===== src/rtl/mmio_slot_arbiter.sv =====
// Round-robin arbiter sharing one MMIO slot bus between NUM_REQ requesters,
// with a per-transaction watchdog and a population mask for absent slots.
module mmio_slot_arbiter #(
   parameter int unsigned NUM_REQ        = 2,
   parameter int unsigned TIMEOUT_CYCLES = 256,
   parameter logic [15:0] SLOT_MASK      = 16'h0001
) (
   input  logic                    aclk,
   input  logic                    arst,
   input  logic [NUM_REQ-1:0]      req_valid,
   input  logic [NUM_REQ-1:0]      req_write,
   input  logic [4*NUM_REQ-1:0]    req_slot,
   input  logic [8*NUM_REQ-1:0]    req_reg_addr,
   input  logic [32*NUM_REQ-1:0]   req_wdata,
   output logic [NUM_REQ-1:0]      req_accept,
   output logic [NUM_REQ-1:0]      resp_valid,
   input  logic [NUM_REQ-1:0]      resp_ready,
   output logic [31:0]             resp_rdata,
   output logic [1:0]              resp_code,
   output logic [15:0]             slot_chip_select,
   output logic                    read,
   output logic                    write,
   output logic [7:0]              reg_addr,
   output logic [31:0]             slot_wr_data,
   input  logic [15:0][31:0]       slot_rd_data,
   input  logic [15:0]             slot_wr_done,
   input  logic [15:0]             slot_rd_done,
   input  logic [15:0]             slot_slave_error,
   input  logic [15:0]             slot_decode_error,
   output logic                    busy,
   output logic [7:0]              timeout_count
);

   localparam int unsigned PTR_W = (NUM_REQ > 2) ? 2 : 1;
   localparam int unsigned WD_W  = $clog2(TIMEOUT_CYCLES);

   localparam logic [1:0] RESP_OKAY   = 2'b00;
   localparam logic [1:0] RESP_SLVERR = 2'b10;
   localparam logic [1:0] RESP_DECERR = 2'b11;

   typedef enum logic [1:0] {
      ST_IDLE  = 2'd0,
      ST_ISSUE = 2'd1,
      ST_RESP  = 2'd2
   } state_e;

   state_e             state_q,  state_d;
   logic [PTR_W-1:0]   rr_ptr_q, rr_ptr_d;
   logic [PTR_W-1:0]   grant_q,  grant_d;
   logic               wr_q,     wr_d;
   logic [3:0]         slot_q,   slot_d;
   logic [7:0]         addr_q,   addr_d;
   logic [31:0]        wdata_q,  wdata_d;
   logic [WD_W-1:0]    wdog_q,   wdog_d;
   logic [31:0]        rdata_q,  rdata_d;
   logic [1:0]         code_q,   code_d;
   logic [7:0]         tcount_q, tcount_d;

   logic [3:0]         slot_arr  [NUM_REQ];
   logic [7:0]         addr_arr  [NUM_REQ];
   logic [31:0]        wdata_arr [NUM_REQ];

   for (genvar i = 0; i < NUM_REQ; i++) begin : g_unpack
      assign slot_arr[i]  = req_slot[4*i +: 4];
      assign addr_arr[i]  = req_reg_addr[8*i +: 8];
      assign wdata_arr[i] = req_wdata[32*i +: 32];
   end

   // Round-robin scan starting at rr_ptr, wrapping at NUM_REQ.
   logic               found;
   logic [PTR_W-1:0]   win;
   logic [PTR_W-1:0]   cand;
   int                 scan_idx;

   always_comb begin
      found    = 1'b0;
      win      = '0;
      cand     = '0;
      scan_idx = 0;
      for (int off = 0; off < int'(NUM_REQ); off++) begin
         scan_idx = int'(rr_ptr_q) + off;
         if (scan_idx >= int'(NUM_REQ)) scan_idx = scan_idx - int'(NUM_REQ);
         cand = PTR_W'(scan_idx);
         if (!found && req_valid[cand]) begin
            found = 1'b1;
            win   = cand;
         end
      end
   end

   logic slot_done;
   assign slot_done = wr_q ? slot_wr_done[slot_q] : slot_rd_done[slot_q];

   // NOTE: every output and next-state signal gets a default at the top of this
   // block so no path leaves it unassigned and infers a latch.
   always_comb begin
      state_d          = state_q;
      rr_ptr_d         = rr_ptr_q;
      grant_d          = grant_q;
      wr_d             = wr_q;
      slot_d           = slot_q;
      addr_d           = addr_q;
      wdata_d          = wdata_q;
      wdog_d           = wdog_q;
      rdata_d          = rdata_q;
      code_d           = code_q;
      tcount_d         = tcount_q;
      req_accept       = '0;
      resp_valid       = '0;
      resp_rdata       = '0;
      resp_code        = '0;
      slot_chip_select = '0;
      read             = 1'b0;
      write            = 1'b0;
      reg_addr         = '0;
      slot_wr_data     = '0;

      case (state_q)
         ST_IDLE: begin
            if (found) begin
               // Accept is gated by reset so outputs read zero while arst is held.
               if (!arst) req_accept[win] = 1'b1;
               grant_d  = win;
               wr_d     = req_write[win];
               slot_d   = slot_arr[win];
               addr_d   = addr_arr[win];
               wdata_d  = wdata_arr[win];
               rr_ptr_d = (win == PTR_W'(NUM_REQ - 1)) ? '0 : win + 1'b1;
               wdog_d   = '0;
               if (!SLOT_MASK[slot_arr[win]]) begin
                  rdata_d = '0;
                  code_d  = RESP_DECERR;
                  state_d = ST_RESP;
               end else begin
                  state_d = ST_ISSUE;
               end
            end
         end

         ST_ISSUE: begin
            slot_chip_select = 16'(1) << slot_q;
            write            = wr_q;
            read             = !wr_q;
            reg_addr         = addr_q;
            slot_wr_data     = wdata_q;
            if (slot_done) begin
               rdata_d = wr_q ? 32'h0 : slot_rd_data[slot_q];
               if (slot_slave_error[slot_q])       code_d = RESP_SLVERR;
               else if (slot_decode_error[slot_q]) code_d = RESP_DECERR;
               else                                code_d = RESP_OKAY;
               state_d = ST_RESP;
            end else if (wdog_q == WD_W'(TIMEOUT_CYCLES - 1)) begin
               rdata_d = '0;
               code_d  = RESP_SLVERR;
               if (tcount_q != 8'hFF) tcount_d = tcount_q + 8'd1;
               state_d = ST_RESP;
            end else begin
               wdog_d = wdog_q + 1'b1;
            end
         end

         ST_RESP: begin
            resp_valid[grant_q] = 1'b1;
            resp_rdata          = rdata_q;
            resp_code           = code_q;
            if (resp_ready[grant_q]) state_d = ST_IDLE;
         end

         default: state_d = ST_IDLE;
      endcase
   end

   assign busy          = (state_q != ST_IDLE);
   assign timeout_count = tcount_q;

   // NOTE: state registers use non-blocking assignments so every flop samples
   // the pre-edge values computed above, independent of block ordering.
   always_ff @(posedge aclk or posedge arst) begin
      if (arst) begin
         state_q  <= ST_IDLE;
         rr_ptr_q <= '0;
         grant_q  <= '0;
         wr_q     <= 1'b0;
         slot_q   <= '0;
         addr_q   <= '0;
         wdata_q  <= '0;
         wdog_q   <= '0;
         rdata_q  <= '0;
         code_q   <= '0;
         tcount_q <= '0;
      end else begin
         state_q  <= state_d;
         rr_ptr_q <= rr_ptr_d;
         grant_q  <= grant_d;
         wr_q     <= wr_d;
         slot_q   <= slot_d;
         addr_q   <= addr_d;
         wdata_q  <= wdata_d;
         wdog_q   <= wdog_d;
         rdata_q  <= rdata_d;
         code_q   <= code_d;
         tcount_q <= tcount_d;
      end
   end

endmodule

===== config.mk =====
export PLATFORM = sky130hd
export DESIGN_NAME = mmio_slot_arbiter
export DESIGN_NICKNAME = d
export VERILOG_FILES = /design/src/rtl/mmio_slot_arbiter.sv
export SDC_FILE = /design/constraint.sdc
export NUM_CORES = 1
export LEC_CHECK = 0
export ABC_CLOCK_PERIOD_IN_PS = 3000
export CORE_AREA = 2 2 303 305
export CTS_CLUSTER_SIZE = 25
export DETAILED_ROUTE_END_ITERATION = 12
export DIE_AREA = 0 0 305 307
export MAX_ROUTING_LAYER = met4
export PLACE_DENSITY = 0.44
export SYNTH_ARGS = -nofsm -noshare
export SYNTH_HDL_FRONTEND = slang
export SYNTH_SLANG_ARGS = --single-unit

===== constraint.sdc =====
create_clock -name aclk -period 3 [get_ports aclk]
set_input_delay 0.3 -clock aclk [delete_from_list [all_inputs] [get_ports aclk]]
set_output_delay 0.3 -clock aclk [all_outputs]
set_load 0.02 [all_outputs]

==> metrics list <==
* Core box area: 0.09069 mm2
- Setup violations remaining at the end of the flow were counted as 0.
- By count the netlist is led by 162 x mux4_2, 99 x dfrtp_1, 77 x and2_1, 47 x inv_1, 41 x a222oi_1.
- Of the total synthesized cell area, the portion taken by AND, OR, NAND and NOR gates is 0.1050.
* Vertical extent of the die: 307 um
* Signed area change from the synthesized netlist to the final layout: 105.5%
* Number of buffers on the longest clock path: 2
- The path class of the tightest hold or removal check is in -> async.
- Share of the synthesized area in compound gates (AO/OA/AOI/OAI): 0.1229
* H-tree level count: 3
* Largest family of logic cells by synthesized area: multiplexers
* Run status: finished, final reports clean
- Worst endpoint required time: 2.70 ns
- Area used by sequential logic in the layout: 0.002492 mm2
- TritonCTS clock tree: built
- Summed over all layers, the global routing overflow is 0.
* Syn Std Cell Area: 0.009244 mm2
* Synthesized net count: 1414
- Clock insertion delay at the later pin of the skew report: 0.39 ns
- Area of the die: 0.09364 mm2
* Sequential area share after synthesis: 0.2680
- Critical path class: reg -> out
* Number of fill cells: ~9800
- The share of synthesized area in the top cell type comes to 0.3947.
* Ranking of synthesized cells by area: mux4_2 39%, dfrtp_1 27%, and2_1 5.2%
- The congestion estimate from routability-driven global placement came to 0.9064.
* Count of state elements after synthesis: 99
- Via count: 10570
* Library cell occupying the most area in the post-synthesis netlist: mux4_2
* Slowest stage cell on the critical path: clkdlybuf4s50_1
- The detail route stage leaves a number of antenna-violating nets equal to 0.
- Routed WL per cell: roughly 25 um
* Count of buffering cells on the critical path with inverters included: 2
- CTS buffer count: 9
* Period utilization: 0.9461
- Wire length of the first global-routing pass: a little over 90000 um
- Critical Path Sink Type: primary output
* Total iterations of the first detailed-routing run: 8
* Post-Synth Adder-Cell Area: 0.002707
- Slew Limit Headroom: 0.4421
* Total DRC errors in the routed layout: 0
* Share of post-route cells with drive strength above 1: 0.1688
* EDFF count, synth: 0
- Among cell families on the critical path, the largest total delay comes from buffers and inverters.
* Vias in the first global route: 11600
* Site row count: 111
- Chain of cells forming the critical path: buf_12, nand3_1, nor2_1, clkdlybuf4s50_1
- F_max: ~350 MHz
* Overall global routing resource usage: 0.1443
- Reg clk slew, reported paths: 0.10 ns
- Between clock sinks in the finished design, the worst skew comes to 0.01594 ns.
- Yosys instantiated no cell more often than mux4_2.
- Multiplexer share of the synthesized area: 0.4346
- In this run the power density over the cells is 675.2 mW/mm2.
* Total number of clock tree sinks: 99
* Number of top-level pins: 777
- After the first detailed-routing iteration, the DRC count stood at around 700.
- Adding up every negative setup slack in the final design gives 0 ns.
- Total length of routed wires: 67550 um
* Max-capacitance violation count: 0
- The final layout contains roughly 2200 nets.
* Critical path launch point type: flop
- CP peak stage delay: between 0.7 and 0.8 ns
- Counting distinct cell types in the post-synthesis netlist gives between 50 and 60.
- In the post-route analysis, the smallest setup slack over all paths is 0.1616 ns.
- In the synthesized netlist the dominant register cell turns out to be dfrtp_1.
- Transition at the pin with the smallest max-transition slack: 0.8369 ns
* Detail Placement HPWL: 57140 um
- Of all nets on the critical path, the largest fanout is 33.
- Ys async rst share: 1.000
- Register-to-register setup slack: 0.32 ns
* Hold Vio Cnt, Final: 0
- PortBufs: ~780
- Initial antenna violation count: 18
* Total leakage power: 6.832 nW
- Warning count from the yosys run: 0
- Pin count of the biggest net entering global routing: 100
* Post-synthesis cell count: 740
- Minimum clock period after layout: 2.838 ns
- Avg Vias per Cell: 3.918
- The tree is rooted in a clkbuf_16.
- Data arrives at the worst endpoint at 2.54 ns.
- XOR/XNOR Fraction of Synth Area: 0.006632
- Setup repair after global routing left no endpoint under its margin.
- From left edge to right edge, the die measures 305 um.
- Multi-input gate area: around 0.0063 mm2
* Setup Slack @ Placement: 0.2562 ns
- The number of max-slew violations in the final report came to 0.
* Maximum vdd drop: 316.5 uV
- Average instance area after synthesis: 12.49 um2
- Starting density of the core: 0.1019
## where the power goes
part	leakage [nW]	switching, mW	internal [mW]
sequential	1.27	0.422	1.86
combinational	5.42	4.56	4.68
clock	0.145	0.708	0.596
total	6.83	5.69	7.14
## logic make-up (layout without fill, tap and decap cells)
| group | count (synthesis) | after routing |
|---|---|---|
| AOI/OAI and AO/OA | 130 | 130 |
| buffers and inverters | 127 | 886 |
| muxes | 198 | 198 |
| adders and majority gates | 2 | 2 |
| xor gates and xnor gates | 7 | 7 |
| and+or+nand+nor | 177 | 177 |
| other | 0 | 12 |
| DFF | 99 | 99 |
## worst register-to-register path, cell delays in order (launching register included)
cell and delay [ns]:
dfrtp_4 0.62, buf_8 0.22, nor2b_1 0.21, a211oi_1 0.09, buf_4 0.16, nor4_2 0.40, a31oi_4 0.12, nand3_4 0.19
o211ai_4 0.13, buf_12 0.19, a32o_1 0.25
## registers in the layout, summed over array words and instances, names as in the netlist, 2 cells and up
name / count
timeout_count: 8
addr_q: 8
wdata_q: 32
wdog_q: 8
slot_q: 4
state_q: 2
code_q: 2
rdata_q: 32
## layout make-up
type,count,area share
clock buffers,9,0.01185
repair buffers,823,0.4344
multi-input cells,514,0.3292
inverters,47,0.009483
well taps,1186,0.07810
diodes,12,0.001581
clock inverters,7,0.004215
flip-flops and latches,99,0.1312
## final timing paths
check / cells after the start / from / endpoint
max: 4 / slot_q[1]$_DFFE_PP0P_ / slot_chip_select[10]
min: 3 / arst / wdata_q[2]$_DFFE_PP0P_
max reg2reg: 10 / slot_q[1]$_DFFE_PP0P_ / rdata_q[8]$_DFFE_PP0P_
min in group aclk: 1 / rdata_q[29]$_DFFE_PP0P_ / rdata_q[29]$_DFFE_PP0P_
max in group asynchronous: 3 / arst / slot_q[0]$_DFFE_PP0P_
min reg2reg: 1 / rdata_q[29]$_DFFE_PP0P_ / rdata_q[29]$_DFFE_PP0P_
## stage by stage
| step | power [mW] | std cells | hold WS, ns | utilization | cell area (um2) |
|---|---|---|---|---|---|
| after global placement | 11.70 | 2668 | 0.4680 | 0.2056 | 18650 |
| after global routing | 13.74 | 2694 | 0.4707 | 0.2094 | 18990 |
| after detailed placement | 11.77 | 2668 | 0.4737 | 0.2056 | 18650 |
| after floorplan | 7.744 | 740 | 0.4253 | - | 9248 |
| final | 12.83 | 2697 | 0.4750 | 0.2095 | 19000 |
| after CTS | 13.22 | 2685 | 0.4545 | 0.2092 | 18970 |
## per-layer routing
metal	wire, um	GRT usage	part of all wire	vias up
met2	33920	0.2442	0.50	580
met1	28100	0.1693	0.42	5398
met3	4646	0.04059	0.069	40
li1	-	-	-	4550
met4	888	0.03281	0.013	0
met5	0	-	0	-
## what timing repair did
action	in CTS	in global routing
setup endpoints to repair	6	0
hold buffers	0	0
resized for setup	1	0
setup buffers	1	0
## layout by cell type (no fill, tap or decap), types with 8 or more instances in the layout
cell and n:
clkdlybuf4s50_1 776, mux4_2 162, dfrtp_1 95, and2_1 77, inv_1 46, a222oi_1 41, buf_4 36, mux2i_1 29
nor2_1 28, a32o_1 24, nand2_1 20, o21ai_0 14, nor3_1 14, diode_2 12, o22ai_1 10, nand3_1 10
buf_12 10, clkbuf_16 9, a22o_1 8
(Power assumes the default switching activity.)
